File: src/rtl/clock_get_sampler.sv
// clock_get_sampler: Avalon-MM slave that synchronizes the asynchronous
// time-of-day bus, commits a value to the snapshot only after it has been
// stable for a programmable number of cycles, and flags each commit.
//
// Optional feature macro: CLOCK_GET_SAMPLER_IRQ_EN
//   defined   -> control bit1 (irq_en) exists, irq = irq_en & new
//   undefined -> control bit1 reads 0, irq tied low
module clock_get_sampler #(
    parameter int DATA_W     = 14,
    parameter int SETTLE_W   = 8,
    parameter int SETTLE_RST = 16
) (
    input  logic              clk,
    input  logic              reset_n,
    input  logic              chipselect,
    input  logic [1:0]        address,
    input  logic              read,
    input  logic              write_n,
    input  logic [31:0]       writedata,
    input  logic [DATA_W-1:0] in_port,
    output logic [31:0]       readdata,
    output logic              irq
);

    localparam logic [1:0] ST_IDLE    = 2'd0;
    localparam logic [1:0] ST_SETTLE  = 2'd1;
    localparam logic [1:0] ST_CAPTURE = 2'd2;

    localparam logic [1:0] A_SNAP   = 2'd0;
    localparam logic [1:0] A_CTRL   = 2'd1;
    localparam logic [1:0] A_STAT   = 2'd2;
    localparam logic [1:0] A_SETTLE = 2'd3;

    logic [DATA_W-1:0]   s1_q, s2_q;
    logic [1:0]          state_q, state_d;
    logic [DATA_W-1:0]   cand_q, cand_d;
    logic [SETTLE_W-1:0] cnt_q, cnt_d;
    logic [DATA_W-1:0]   snap_q, snap_d;
    logic [15:0]         chg_q, chg_d;
    logic                new_q, new_d;
    logic                ovr_q, ovr_d;
    logic                en_q;
    logic [SETTLE_W-1:0] settle_q;
    logic [31:0]         rdata_q, rdata_d;
    logic                irq_en;
    logic                capture;

    logic wr_en, rd_en;
    logic [SETTLE_W-1:0] settle_eff, settle_last;
    logic busy;
    logic unused_wdata;

    assign wr_en = chipselect & ~write_n;
    assign rd_en = chipselect & read;
    assign busy  = (state_q != ST_IDLE);

    // A programmed settle of 0 is treated as 1 so the window is never empty.
    assign settle_eff  = (settle_q == '0) ? SETTLE_W'(1) : settle_q;
    assign settle_last = settle_eff - SETTLE_W'(1);

    assign unused_wdata = ^writedata[31:SETTLE_W];

    // Two-flop synchronizer for the asynchronous time bus.
    always_ff @(posedge clk or negedge reset_n) begin
        if (!reset_n) begin
            s1_q <= '0;
            s2_q <= '0;
        end else begin
            s1_q <= in_port;
            s2_q <= s1_q;
        end
    end

    // Capture FSM next state: settle window restarts on any change; the
    // compare uses >= so lowering settle mid-window captures on the next
    // stable cycle instead of waiting for the counter to wrap.
    always_comb begin
        state_d = state_q;
        cand_d  = cand_q;
        cnt_d   = cnt_q;
        snap_d  = snap_q;
        chg_d   = chg_q;
        capture = 1'b0;
        case (state_q)
            ST_IDLE: begin
                if (en_q && (s2_q != snap_q)) begin
                    state_d = ST_SETTLE;
                    cand_d  = s2_q;
                    cnt_d   = '0;
                end
            end
            ST_SETTLE: begin
                if (!en_q) begin
                    state_d = ST_IDLE;
                end else if (s2_q != cand_q) begin
                    cand_d = s2_q;
                    cnt_d  = '0;
                end else if (cnt_q >= settle_last) begin
                    state_d = ST_CAPTURE;
                end else begin
                    cnt_d = cnt_q + SETTLE_W'(1);
                end
            end
            ST_CAPTURE: begin
                state_d = ST_IDLE;
                snap_d  = cand_q;
                chg_d   = chg_q + 16'd1;
                capture = 1'b1;
            end
            default: state_d = ST_IDLE;
        endcase
    end

    // FSM and snapshot registers.
    always_ff @(posedge clk or negedge reset_n) begin
        if (!reset_n) begin
            state_q <= ST_IDLE;
            cand_q  <= '0;
            cnt_q   <= '0;
            snap_q  <= '0;
            chg_q   <= '0;
        end else begin
            state_q <= state_d;
            cand_q  <= cand_d;
            cnt_q   <= cnt_d;
            snap_q  <= snap_d;
            chg_q   <= chg_d;
        end
    end

    // Flag next state: a capture wins over a snapshot read (new) and over a
    // write-1-to-clear (overrun), so no event is lost on a collision.
    always_comb begin
        new_d = new_q;
        ovr_d = ovr_q;
        if (capture) begin
            new_d = 1'b1;
        end else if (rd_en && (address == A_SNAP)) begin
            new_d = 1'b0;
        end
        if (capture && new_q) begin
            ovr_d = 1'b1;
        end else if (wr_en && (address == A_STAT) && writedata[1]) begin
            ovr_d = 1'b0;
        end
    end

    // New-data and overrun flags.
    always_ff @(posedge clk or negedge reset_n) begin
        if (!reset_n) begin
            new_q <= 1'b0;
            ovr_q <= 1'b0;
        end else begin
            new_q <= new_d;
            ovr_q <= ovr_d;
        end
    end

    // Control and settle registers, written at the strobe edge.
    always_ff @(posedge clk or negedge reset_n) begin
        if (!reset_n) begin
            en_q     <= 1'b0;
            settle_q <= SETTLE_W'(SETTLE_RST);
        end else if (wr_en) begin
            if (address == A_CTRL)   en_q     <= writedata[0];
            if (address == A_SETTLE) settle_q <= writedata[SETTLE_W-1:0];
        end
    end

`ifdef CLOCK_GET_SAMPLER_IRQ_EN
    logic irq_en_q;

    // Interrupt enable bit.
    always_ff @(posedge clk or negedge reset_n) begin
        if (!reset_n) begin
            irq_en_q <= 1'b0;
        end else if (wr_en && (address == A_CTRL)) begin
            irq_en_q <= writedata[1];
        end
    end

    assign irq_en = irq_en_q;
    assign irq    = irq_en_q & new_q;
`else
    assign irq_en = 1'b0;
    assign irq    = 1'b0;
`endif

    // Read mux; bus idles at 0 when not being read.
    always_comb begin
        rdata_d = '0;
        if (rd_en) begin
            case (address)
                A_SNAP:   rdata_d = {{(32-DATA_W){1'b0}}, snap_q};
                A_CTRL:   rdata_d = {30'd0, irq_en, en_q};
                A_STAT:   rdata_d = {chg_q, 13'd0, busy, ovr_q, new_q};
                A_SETTLE: rdata_d = {{(32-SETTLE_W){1'b0}}, settle_q};
                default:  rdata_d = '0;
            endcase
        end
    end

    // Registered read data, one cycle of latency.
    always_ff @(posedge clk or negedge reset_n) begin
        if (!reset_n) begin
            rdata_q <= '0;
        end else begin
            rdata_q <= rdata_d;
        end
    end

    assign readdata = rdata_q;

endmodule

File: config.mk
export PLATFORM = sky130hd
export DESIGN_NAME = clock_get_sampler
export DESIGN_NICKNAME = d
export VERILOG_FILES = /design/src/rtl/clock_get_sampler.sv
export SDC_FILE = /design/constraint.sdc
export NUM_CORES = 1
export LEC_CHECK = 0
export CAP_MARGIN = 20
export CORE_MARGIN = 3
export CORE_UTILIZATION = 30
export DETAILED_ROUTE_END_ITERATION = 8
export GPL_ROUTABILITY_DRIVEN = 1
export HOLD_SLACK_MARGIN = 0.02
export PLACE_DENSITY_LB_ADDON = 0.3
export SLEW_MARGIN = 10
export SYNTH_ARGS = -nofsm -noshare
export SYNTH_HDL_FRONTEND = slang
export SYNTH_SLANG_ARGS = --single-unit
export TNS_END_PERCENT = 50
File: constraint.sdc
create_clock -name clk -period 7.5 [get_ports clk]
set_input_delay 1.5 -clock clk [delete_from_list [all_inputs] [get_ports clk]]
set_output_delay 1.5 -clock clk [all_outputs]
set_load 0.02 [all_outputs]
==> results.sh <==
export IMPL_rows=47
export IMPL_drt_drc_violations_left=0
export IMPL_layout_min_cycle_time_ns=3.63
export IMPL_drtIter0Drc=193
export IMPL_clkSlewWorstSetupHoldPaths_ns=0.06
export IMPL_gp_congestion=0.811
export IMPL_synth_async_reset_ratio_pct=100
export IMPL_slew_headroom_pct=36.7
export IMPL_clock_latency_ns=0.41
export IMPL_path_class="reg -> reg"
export IMPL_vias_per_cell=4.47
export IMPL_worst_slew_pin_transition_ns=0.944
export IMPL_period_share_pct=48.4
export IMPL_maxCapViolations=0
export IMPL_synth_common_cells="dfrtp_1, nand2_1, xnor2_1"
export IMPL_netlist_area_leader_share_pct=59.2
export IMPL_cts_hold_buffers_added=0
export IMPL_synth_xor_area_share_pct=8.33
export IMPL_synth_seq_cells=123
export IMPL_synth_area_per_cell_um2=12.0
export IMPL_initial_utilization_pct=30.9
export IMPL_dr_pass1_iters=4
export IMPL_drv_slew=0
export IMPL_postRouteAntennaNets=0
export IMPL_synth_mux_area_share_pct=6.58
export IMPL_die_w_um=137
export IMPL_hold_class="reg -> reg"
export IMPL_antenna_cells=0
export IMPL_worstSetupStartpointType="flip-flop"
export IMPL_nets=564
export IMPL_root_buffer="clkbuf_16"
export IMPL_placeableCoreArea_mm2=0.0167
export IMPL_cts_setup_buffers=0
export IMPL_synthTopCellsByArea="dfrtp_1, xnor2_1, nand2_1, mux2_4, mux2_2"
export IMPL_rsz0062_at_grt="false"
export IMPL_ys_flop_type="dfrtp_1"
export IMPL_slowest_delay_ns=0.81
export IMPL_tns_ns=0
export IMPL_tritoncts_num_buffers=17
export IMPL_dp_hpwl_um=7160
export IMPL_yosys_area_share_simple_pct=15.6
export IMPL_io_buffers=58
export IMPL_cts_path_max_buffers=2
export IMPL_grtUsageTotal_pct=12.0
export IMPL_crit_chain="or4_1 -> nor3_1 -> a21oi_1 -> ha_1 -> inv_1 -> nor2_1 -> xnor2_1 -> ha_1 -> nand2_1 -> o21ai_0 -> a211oi_1 -> o211ai_1 -> o21ai_0"
export IMPL_fmax_mhz=276
export IMPL_worstPathMaxFanout=7
export IMPL_yosys_warnings=0
export IMPL_grt_max_degree=82
export IMPL_antenna_found_initial=0
export IMPL_finalHoldViolCount=0
export IMPL_die_area_mm2=0.0188
export IMPL_clock_sinks=123
export IMPL_drive_gt1_share_pct=12.9
export IMPL_overflow=0
export IMPL_pwr_density_cell_mw_per_mm2=295
export IMPL_synth_distinct_cells=47
export IMPL_synthAdderAreaFrac_pct=2.67
export IMPL_place_area_mm2=0.00596
export IMPL_fin_util_pct=39.8
export IMPL_synth_area_mm2=0.00515
export IMPL_yosys_area_top_type="dfrtp_1"
export IMPL_dieHeight_um=137
export IMPL_synth_edf_count=0
export IMPL_critPathRequiredTime_ns=7.83
export IMPL_grt_pass1_wl_um=17300
export IMPL_cts_tree="yes"
export IMPL_syn_inst=430
export IMPL_io_pins=86
export IMPL_yosysMostFrequentCell="dfrtp_1"
export IMPL_cts_htree_levels=4
export IMPL_arrival_ns=3.96
export IMPL_finalInstanceArea_mm2=0.00665
export IMPL_drt_wl_total_um=10400
export IMPL_grt_pass1_vias=3388
export IMPL_synth_compound_area_share_pct=5.19
export IMPL_holdWs_ns=0.345
export IMPL_finalClockSkew_ns=0.00817
export IMPL_cts_resized_gates=0
export IMPL_status="completed"
export IMPL_wl_per_cell_um=14.1
export IMPL_synth_top_family_by_area="simple AND/OR/NAND/NOR gates"
export IMPL_p_leak_nw=2.98
export IMPL_setup_viol=0
export IMPL_peakVddDrop_uv=140
export IMPL_area_growth_pct=29.1
export IMPL_slowest_stage="a211oi_1"
export IMPL_synth_seq_area_share_pct=59.7
export IMPL_end_kind="flip-flop"
export IMPL_vias=3278
-- registers in the layout, summed over array words and instances (netlist names) --
name and cells:
new_q 1, settle_q 8, chg_q 16, ovr_q 1
snap_q 14, state_q 2, s1_q 14, s2_q 14
cand_q 14, en_q 1, readdata 30, cnt_q 8
-- final timing paths --
path,slack [ns],end,startpoint,cells past startpoint
max in group asynchronous,5.38,settle_q[4]$_DFFE_PN1P_,reset_n,3
hold reg to reg,0.34,s2_q[7]$_DFF_PN0_,s1_q[7]$_DFF_PN0_,0
setup reg to reg,3.87,cnt_q[3]$_DFFE_PN0P_,settle_q[5]$_DFFE_PN0P_,13
hold / removal,0.34,s2_q[7]$_DFF_PN0_,s1_q[7]$_DFF_PN0_,0
min in group asynchronous,1.06,s1_q[9]$_DFF_PN0_,reset_n,1
setup / recovery,3.87,cnt_q[3]$_DFFE_PN0P_,settle_q[5]$_DFFE_PN0P_,13
-- stage by stage --
| stage | power [mW] | cells | worst slack (ns) |
|---|---|---|---|
| after detailed placement | 1.08 | 699 | 3.97 |
| after global placement | 1.07 | 699 | 4.09 |
| after floorplan | 0.999 | 432 | 4.48 |
| final | 1.97 | 733 | 3.87 |
| after CTS | 1.98 | 731 | 3.94 |
| after global routing | 2.05 | 733 | 3.60 |
-- critical path, delay by kind of cell (launching register included) --
family | cells | cell delay, ns
AOI/OAI and AO/OA | 5 | 1.44
and+or+nand+nor | 4 | 0.95
adders and majority gates | 2 | 0.47
DFF | 1 | 0.43
xor gates and xnor gates | 1 | 0.17
buffers and inverters | 1 | 0.08
-- cell usage in the layout, fill, tap and decap left out, drive strengths merged, types with 8 or more instances in the layout --
master and count:
clkbuf 19, a21oi 8, clkdlybuf4s50 57, nand3 9
nor2 24, dfrtp 122, inv 8, mux2 23
and3 10, ha 11, o21ai 11, nand4 8
nand2 66, xnor2 44, and2 21
-- cell type report --
type                            count  area [µm²]
Clock buffer                       19         443
Clock inverter                     13         213
Fill cell                        1629       10000
Inverter                            5        18.8
Multi-Input combinational cell    290        1990
Sequential cell                   123        3080
Tap cell                          220         275
Timing Repair Buffer               63         636
-- cell families (layout without fill, tap and decap cells) --
kind of cell,count (synthesis),in the layout
buffers and inverters,19,100
xor gates and xnor gates,49,49
AOI/OAI and AO/OA,39,39
adders and majority gates,11,11
muxes,26,26
and+or+nand+nor,162,162
DFF,123,123
other,1,3
-- metal layers --
layer	up-vias	track usage (%)	routed length, µm
li1	1590	-	-
met1	1601	16.3	5110
met2	73	17.9	4590
met3	14	3.57	463
met4	0	5.32	194
met5	-	0	0
-- where the power goes --
| group | internal (mW) | switching, mW | leakage, nW |
|---|---|---|---|
| registers | 0.727 | 0.0679 | 1.60 |
| clock network | 0.601 | 0.297 | 0.311 |
| logic | 0.153 | 0.119 | 1.07 |
| total | 1.48 | 0.484 | 2.98 |
Note: power is estimated with default switching activity, not from simulation.
